### src/rtl/i2s_stream_writer.sv
// i2s_stream_writer
// Single-clock I2S / left-justified transmitter with a stereo frame FIFO.
// Frames {left,right} are pushed from the DMA side and popped at each frame
// start. Each frame is serialised MSB-first as two SLOT_WIDTH-bit slots.
// Each slot holds SAMPLE_WIDTH sample bits followed by zero padding.
//
// Ports:
//   clk, rst           sole clock; synchronous active-low reset
//   enable             run the serialiser (0 = outputs held low, FIFO kept)
//   mode               0 = I2S (one-bit delay), 1 = left-justified
//   frame_valid/ready  push handshake; frame_left/frame_right sample data
//   fifo_count         occupied FIFO entries
//   starved            sticky underrun flag, cleared by starved_clear
//   i2s_bclk/lr/data   codec pins
//
// Build option: define I2S_STREAM_HOLD_LAST_EN to make an underrun frame
// repeat the last popped frame instead of sending zeros.
module i2s_stream_writer #(
  parameter int SAMPLE_WIDTH = 24,
  parameter int SLOT_WIDTH   = 32,
  parameter int FIFO_DEPTH   = 8,
  parameter int CLK_DIV      = 4
) (
  input  logic                            clk,
  input  logic                            rst,
  input  logic                            enable,
  input  logic                            mode,
  input  logic                            frame_valid,
  output logic                            frame_ready,
  input  logic [SAMPLE_WIDTH-1:0]         frame_left,
  input  logic [SAMPLE_WIDTH-1:0]         frame_right,
  output logic [$clog2(FIFO_DEPTH+1)-1:0] fifo_count,
  output logic                            starved,
  input  logic                            starved_clear,
  output logic                            i2s_bclk,
  output logic                            i2s_lr,
  output logic                            i2s_data
);
  localparam int FW = 2*SLOT_WIDTH;
  localparam int EW = 2*SAMPLE_WIDTH;
  localparam int AW = $clog2(FIFO_DEPTH);
  localparam int CW = $clog2(FIFO_DEPTH+1);
  localparam int BW = $clog2(FW);
  localparam int DW = $clog2(2*CLK_DIV);

  typedef enum logic {IDLE = 1'b0, RUN = 1'b1} state_t;

  state_t          state_q, state_d;
  logic            frame_start;
  logic [DW-1:0]   div_cnt;
  logic [BW-1:0]   bit_cnt, bit_nxt;
  logic            div_rise, div_end, bit_last;
  logic [FW-1:0]   sh;
  logic            last_q;

  logic [EW-1:0]   mem [FIFO_DEPTH];
  logic [AW-1:0]   wr_ptr, rd_ptr;
  logic [CW-1:0]   count;
  logic            push, pop, underrun, fifo_empty;
  logic [EW-1:0]   rd_data;
  logic [FW-1:0]   pop_frame, under_frame, next_frame;

  // ---------------------------------------------------------------- FSM
  assign div_rise = (div_cnt == DW'(CLK_DIV-1));
  assign div_end  = (div_cnt == DW'(2*CLK_DIV-1));
  assign bit_last = (bit_cnt == BW'(FW-1));
  assign bit_nxt  = bit_cnt + 1'b1;

  always_ff @(posedge clk) begin
    if (!rst) state_q <= IDLE;
    else      state_q <= state_d;
  end

  always_comb begin
    state_d     = state_q;
    frame_start = 1'b0;
    case (state_q)
      IDLE: if (enable) begin
        state_d     = RUN;
        frame_start = 1'b1;
      end
      RUN: begin
        if (!enable)                  state_d     = IDLE;
        else if (div_end && bit_last) frame_start = 1'b1;
      end
      default: state_d = IDLE;
    endcase
  end

  // --------------------------------------------------------------- FIFO
  assign fifo_empty  = (count == '0);
  assign frame_ready = (count != CW'(FIFO_DEPTH));
  assign fifo_count  = count;
  assign push        = frame_valid && frame_ready;
  assign pop         = frame_start && !fifo_empty;
  assign underrun    = frame_start && fifo_empty;
  assign rd_data     = mem[rd_ptr];

  always_ff @(posedge clk) begin
    if (push) mem[wr_ptr] <= {frame_left, frame_right};
  end

  always_ff @(posedge clk) begin
    if (!rst) begin
      wr_ptr <= '0;
      rd_ptr <= '0;
      count  <= '0;
    end else begin
      if (push) wr_ptr <= wr_ptr + 1'b1;
      if (pop)  rd_ptr <= rd_ptr + 1'b1;
      case ({push, pop})
        2'b10:   count <= count + 1'b1;
        2'b01:   count <= count - 1'b1;
        default: count <= count;
      endcase
    end
  end

  // Place each sample at the top of its slot; padding falls out as zeros.
  assign pop_frame = (FW'(rd_data[EW-1:SAMPLE_WIDTH])  << (FW-SAMPLE_WIDTH)) |
                     (FW'(rd_data[SAMPLE_WIDTH-1:0])   << (SLOT_WIDTH-SAMPLE_WIDTH));

`ifdef I2S_STREAM_HOLD_LAST_EN
  logic [FW-1:0] hold_q;
  always_ff @(posedge clk) begin
    if (!rst)     hold_q <= '0;
    else if (pop) hold_q <= pop_frame;
  end
  assign under_frame = hold_q;
`else
  assign under_frame = '0;
`endif

  assign next_frame = pop ? pop_frame : under_frame;

  always_ff @(posedge clk) begin
    if (!rst)                            starved <= 1'b0;
    else if (underrun)                   starved <= 1'b1;
    else if (starved_clear)              starved <= 1'b0;
  end

  // ---------------------------------------------------------- Serialiser
  // sh always holds the not-yet-driven stream bits at its MSB. In I2S mode
  // position 0 carries last_q (final bit of the previous frame, 0 after
  // entering RUN), so the new frame is loaded unshifted.
  always_ff @(posedge clk) begin
    if (!rst || !enable) begin
      div_cnt  <= '0;
      bit_cnt  <= '0;
      sh       <= '0;
      last_q   <= 1'b0;
      i2s_bclk <= 1'b0;
      i2s_lr   <= 1'b0;
      i2s_data <= 1'b0;
    end else if (frame_start) begin
      div_cnt  <= '0;
      bit_cnt  <= '0;
      last_q   <= next_frame[0];
      i2s_bclk <= 1'b0;
      i2s_lr   <= 1'b0;
      if (mode) begin
        i2s_data <= next_frame[FW-1];
        sh       <= next_frame << 1;
      end else begin
        i2s_data <= last_q;
        sh       <= next_frame;
      end
    end else if (div_end) begin
      div_cnt  <= '0;
      bit_cnt  <= bit_nxt;
      i2s_bclk <= 1'b0;
      i2s_lr   <= (bit_nxt >= BW'(SLOT_WIDTH));
      i2s_data <= sh[FW-1];
      sh       <= sh << 1;
    end else begin
      div_cnt <= div_cnt + 1'b1;
      if (div_rise) i2s_bclk <= 1'b1;
    end
  end

endmodule

### config.mk
export PLATFORM = sky130hd
export DESIGN_NAME = i2s_stream_writer
export DESIGN_NICKNAME = d
export VERILOG_FILES = /design/src/rtl/i2s_stream_writer.sv
export SDC_FILE = /design/constraint.sdc
export NUM_CORES = 1
export LEC_CHECK = 0
export ABC_CLOCK_PERIOD_IN_PS = 8920
export CAP_MARGIN = 20
export CORE_MARGIN = 2
export CORE_UTILIZATION = 30
export CTS_CLUSTER_SIZE = 25
export DETAILED_ROUTE_END_ITERATION = 10
export PLACE_DENSITY = 0.43
export SLEW_MARGIN = 15
export SYNTH_ARGS = -nofsm -noshare
export SYNTH_HDL_FRONTEND = slang
export SYNTH_SLANG_ARGS = --single-unit
### constraint.sdc
create_clock -name clk -period 8.92 [get_ports clk]
set_input_delay 2.23 -clock clk [delete_from_list [all_inputs] [get_ports clk]]
set_output_delay 2.23 -clock clk [all_outputs]
set_load 0.02 [all_outputs]
==> Word-level counts from Yosys, hierarchy flattened <==
Memories as Yosys holds them, arrays and structs flattened. A register that Yosys moved wholly into a read port is not among the register bits.
Index checks and enable logic that the tools add are counted.
{ "op_classes": {"n_addsub": 6, "order_cmp": 1, "eq_ne": 6, "mux": 18, "bitwise_logic": 2, "n_reduce_logical": 14} }
{ "op_table": {"columns": ["op", "n"], "rows": [
  ["$mux W64", 4],
  ["$or A64 B32 Y64", 1],
  ["$mux W1", 10],
  ["$add A3 B1 Y3 const B", 3],
  ["$pmux W4 S2", 1],
  ["$add A6 B1 Y6 const B", 1],
  ["$eq A6 B6 Y1 const B", 1],
  ["$ge A6 B6 Y1 const B", 1],
  ["$mux W3", 2],
  ["$reduce_bool A2 Y1", 3],
  ["$add A4 B1 Y4 const B", 1],
  ["$logic_and A1 B1 Y1", 4],
  ["$logic_not A4 Y1", 1],
  ["$ne A4 B4 Y1 const B", 1],
  ["$sub A4 B1 Y4 const B", 1],
  ["$eq A3 B2 Y1 const B", 1],
  ["$eq A3 B3 Y1 const B", 1],
  ["$logic_not A1 Y1", 3],
  ["$reduce_or A3 Y1", 1],
  ["$eq A2 B1 Y1 const B", 1],
  ["$eq A2 B2 Y1 const B", 1],
  ["$pmux W1 S2", 1],
  ["$reduce_or A2 Y1", 1],
  ["$logic_or A1 B1 Y1", 1],
  ["$not A1 Y1", 1]
]} }
{ "totals": {"reg_bits": 89, "ramBits": 384, "output_inout_bits": 9, "wordCells": 60, "mem_count": 1} }
{ "mem_list": {"columns": ["name", "words", "width", "read_ports", "rd_ports_with_merged_regs", "wr", "line_no", "source"], "rows": [
  ["mem", 8, 48, 1, 1, 1, "56", "logic [EW-1:0] mem [FIFO_DEPTH];"]
]} }

==> Logic depth before layout (Yosys ltp) <==
{ "depth": {"depth_word": 9, "ltp_mapped": 13, "mapped_depth_nobuf": 12} }

==> Worst setup path after synthesis <==
OpenSTA, ideal clock, no wires.
{ "synth_timing": {"path_type": "input to register", "start": "input frame_valid", "end": "memory mem[0][0] in the netlist's numbering, enable pin", "t_arrival_ps": 6980, "required_time_ps": 8347, "setup_slack_ps": 1368, "stages": 2, "n_path_buf": 0, "path_cell_list": "nand2_1 -> nor4_1"} }
{ "synth_via": {"elab_chain_len": 3} }
{ "synth_rtl": {"columns": ["element", "line_no", "source"], "rows": [
  ["from (decl)", "28", "input logic frame_valid,"],
  ["$logic_and A1 B1 Y1", "94", "assign push = frame_valid && frame_ready;"],
  ["$mux W1", "100", "if (push) mem[wr_ptr] <= {frame_left, frame_right};"],
  ["$mux W1 (not written as such)", "100", null],
  ["to (decl)", "56", null]
]} }
Every way passes these cells.

==> Worst setup path in the final report <==
{ "layout_timing": {"start": "input enable", "end": "register sh[31]"} }
{ "layout_via": {"elab_chain_len": 6, "word_cells_on_any_way": 10, "classes_between": "mux (6); reduce/logical (4)"} }
{ "layout_rtl": {"columns": ["element", "line_no", "source"], "rows": [
  ["from (decl)", "26", "input logic enable,"],
  ["$mux W1, on equally long branches", "83, 78", null],
  ["$pmux W1 S2", "77", "case (state_q)"],
  ["$logic_and A1 B1 Y1", "95", "assign pop = frame_start && !fifo_empty;"],
  ["$mux W64", "134", "assign next_frame = pop ? pop_frame : under_frame;"],
  ["$mux W64", "161", "if (mode) begin"],
  ["$mux W64", "155", "end else if (frame_start) begin"],
  ["to (signal assigned)", "163", "sh <= next_frame << 1;"],
  ["to (signal assigned)", "166", "sh <= next_frame;"],
  ["to (signal assigned)", "174", "sh <= sh << 1;"],
  ["to (decl)", "53", "logic [FW-1:0] sh;"]
]} }
Parallel ways exist; a longest one is shown, timed or not.
A chain may end at the register's enable or synchronous reset.

==> results.md <==
- Fin util: a little over a third
- Final Wtd Congestion: roughly 0.73
- Power density over the cells: between 200 and 250 nW/um^2
- CP Launch Type: primary input
- Max Root-Sink Buffers: 3
- Die width: between 200 and 300 um
- Syn nets: approximately 1.1k
- DR iter-0 viols: approximately 710
- Worst min path class: flip-flop to flip-flop
- Post-synth EDFFs: about 380
- Fin area: about 21000 sq um
- Total CTS buffers: 52
- Worst Path Required: around 9.4 ns
- Clock Latency Late Sink: around 0.58 ns
- Most frequent cells in the layout: edfxtp_1, mux4_2, dfxtp_1
- Vias in the first global route: roughly 9.6k
- Post-layout minimum cycle time: between 4 and 5 ns
- Depth of the CTS H-tree: 2
- First-pass DRT Iterations: 5
- Worst ir drop on vdd: around 0.14 mV
- # DRC: 0
- Final ANT Viol Nets: 0
- Post-route setup TNS: 0 ns
- Clk slew on worst S/H paths: roughly 0.060 ns
- Status: finished, final reports clean
- FF+latch count, synth: ~470
- Die height: between 200 and 300 um
- Slew Limit Fails: 0
- Setup bufs post-CTS: 0
- Num rows: 90
- Endpoint class of the critical path: flip-flop
- DR WL/cell: ~22 um
- Clock Root Buffer: clkbuf_16
- Ys async rst share: 0%
- Crit Path Max Fanout: 48
- HPWL after DPL: ~22000 um
- Grt total ovfl: 0
- Largest net degree at the start of global routing: 64
- Die area: 63200 sq um
- WL final: approximately 42000 um
- Max_cap viols: 0
- GRT Util Overall: between 10% and 20%
- Slew of the pin with the lowest slew margin: slightly above 1 ns
- Final Skew: between 0.01 and 0.015 ns
- Initial core utilization: between 30% and 40%
- RSZ-0062 raised after global routing: no
- Synth Cell Area: around 18000 sq um
- Max_slew headroom: between 30% and 40%
- Core Area: 60500 sq um
- Hold Fails Final Rpt: 0
- Sequential fraction of the synthesis area: a little under three quarters
- Hold Buf Count CTS: 0
- # diodes: 0
- Layout cells sized above 1: about a fifth
- Primary FF master, synth: edfxtp_1
- Area added between synthesis and finish: 16.8%
- Avg Inst Size Synth: about 18 sq um
- Fill count: ~5.6k
- CTS tree: yes
- Nets: roughly 1.2k
- Leakage: approximately 6.8 nW
- # clock sinks: between 400 and 500
- I/O pins: 63
- Cell Area, Placed: 19900 sq um
- Cells after synthesis: 1038
- Via count: roughly 9.4k
- Port Buffers: 62
- Distinct cells, synth: 42
- PostCTS Resize Cnt: 0
- Initial antenna violation count: 1
- Vias per cell: about 5
- First-pass GRT wire length: 62900 um
- Setup violations, final: 0
- Crit share post-route: around half
- Crit path DAT: approximately 5.1 ns
- Yosys warnings: 0
- FMAX: 0.221 GHz
- Commonest non-fill, non-tap cell in the layout: edfxtp_1
- Crit path kind: primary input to flip-flop
## routing by layer
metal	GRT usage (%)	wire [um]	up-vias
li1	-	-	4284
met1	19.2	20100	4881
met2	20.6	19000	176
met3	2.54	1680	58
met4	3.35	771	2
met5	0	13	-
## logic make-up (layout without fill, tap and decap cells)
kind of cell / after synthesis / after routing / synth area share (%)
flops: 466 / 466 / 71.7
compound gates: 201 / 201 / 6.84
mux: 155 / 155 / 15.3
simple gates: 123 / 123 / 3.10
buf+inv: 72 / 183 / 1.87
xor+xnor: 12 / 12 / 0.572
fa+ha+maj: 9 / 9 / 0.613
## cell usage after synthesis (all sizes together), types with 5 or more instances
master	number	area share, %
mux4	96	12
a31oi	6	0.20
o21ai	49	1.3
clkbuf	36	0.74
inv	5	0.10
a21o	43	1.8
mux2i	12	0.65
xor2	7	0.33
ha	9	0.61
nor3	9	0.25
dfxtp	82	8.9
buf	31	1.0
a22oi	42	1.7
nor2b	6	0.20
edfxtp	384	63
xnor2	5	0.24
nor2	23	0.47
and2	6	0.20
a21oi	52	1.4
mux2	47	2.9
nand2	59	1.2
## critical path, cell delays in order
cell             delay, ns
clkdlybuf4s50_1       0.52
nor2b_4               0.49
buf_16                0.25
a21o_1                0.23
and3b_2               0.87
a22o_1                0.24
o221a_1               0.17
## area by class of cell
cell class	count	area (sq um)	share of cell area [%]
clock buffers	70	1400	6.53
multi-input cells	500	4920	22.9
well taps	782	978	4.56
repair buffers	84	826	3.85
flip-flops and latches	466	13200	61.5
clock inverters	24	126	0.589
inverters	5	18.8	0.0875
## path summary, 6_finish.rpt
| check | start | endpoint | slack [ns] | cells after the start |
|---|---|---|---|---|
| hold / removal | div_cnt[0] | div_cnt[0] | 0.43 | 1 |
| setup / recovery | enable | sh[31] | 4.39 | 7 |
| hold reg to reg | div_cnt[0] | div_cnt[0] | 0.43 | 1 |
| setup reg to reg | div_cnt[0] | fifo_count[2] | 5.25 | 13 |
## through the flow
stage | power (mW) | hold WS [ns] | setup slack [ns] | instances
after floorplan | 2.99 | 0.404 | 1.37 | 1038
after global placement | 3.23 | 0.415 | 3.55 | 1835
after detailed placement | 3.23 | 0.419 | 3.49 | 1836
after CTS | 5.20 | 0.436 | 4.10 | 1930
after global routing | 5.34 | 0.456 | 4.16 | 1931
final | 5.12 | 0.432 | 4.39 | 1931
## sequential cells by signal (all words and copies together) (netlist names), 3 cells and up, named ones only
signal / flops
wr_ptr: 3
div_cnt: 3
bit_cnt: 5
mem: 384
rd_ptr: 3
sh: 56
fifo_count: 4
## report_power, final
| group | internal, mW | leakage, nW | switching [mW] | total [mW] |
|---|---|---|---|---|
| sequential | 2.45 | 4.16 | 0.0656 | 2.52 |
| combinational | 0.292 | 1.88 | 0.358 | 0.650 |
| clock | 1.12 | 0.748 | 0.827 | 1.95 |
(Power assumes the default switching activity.)
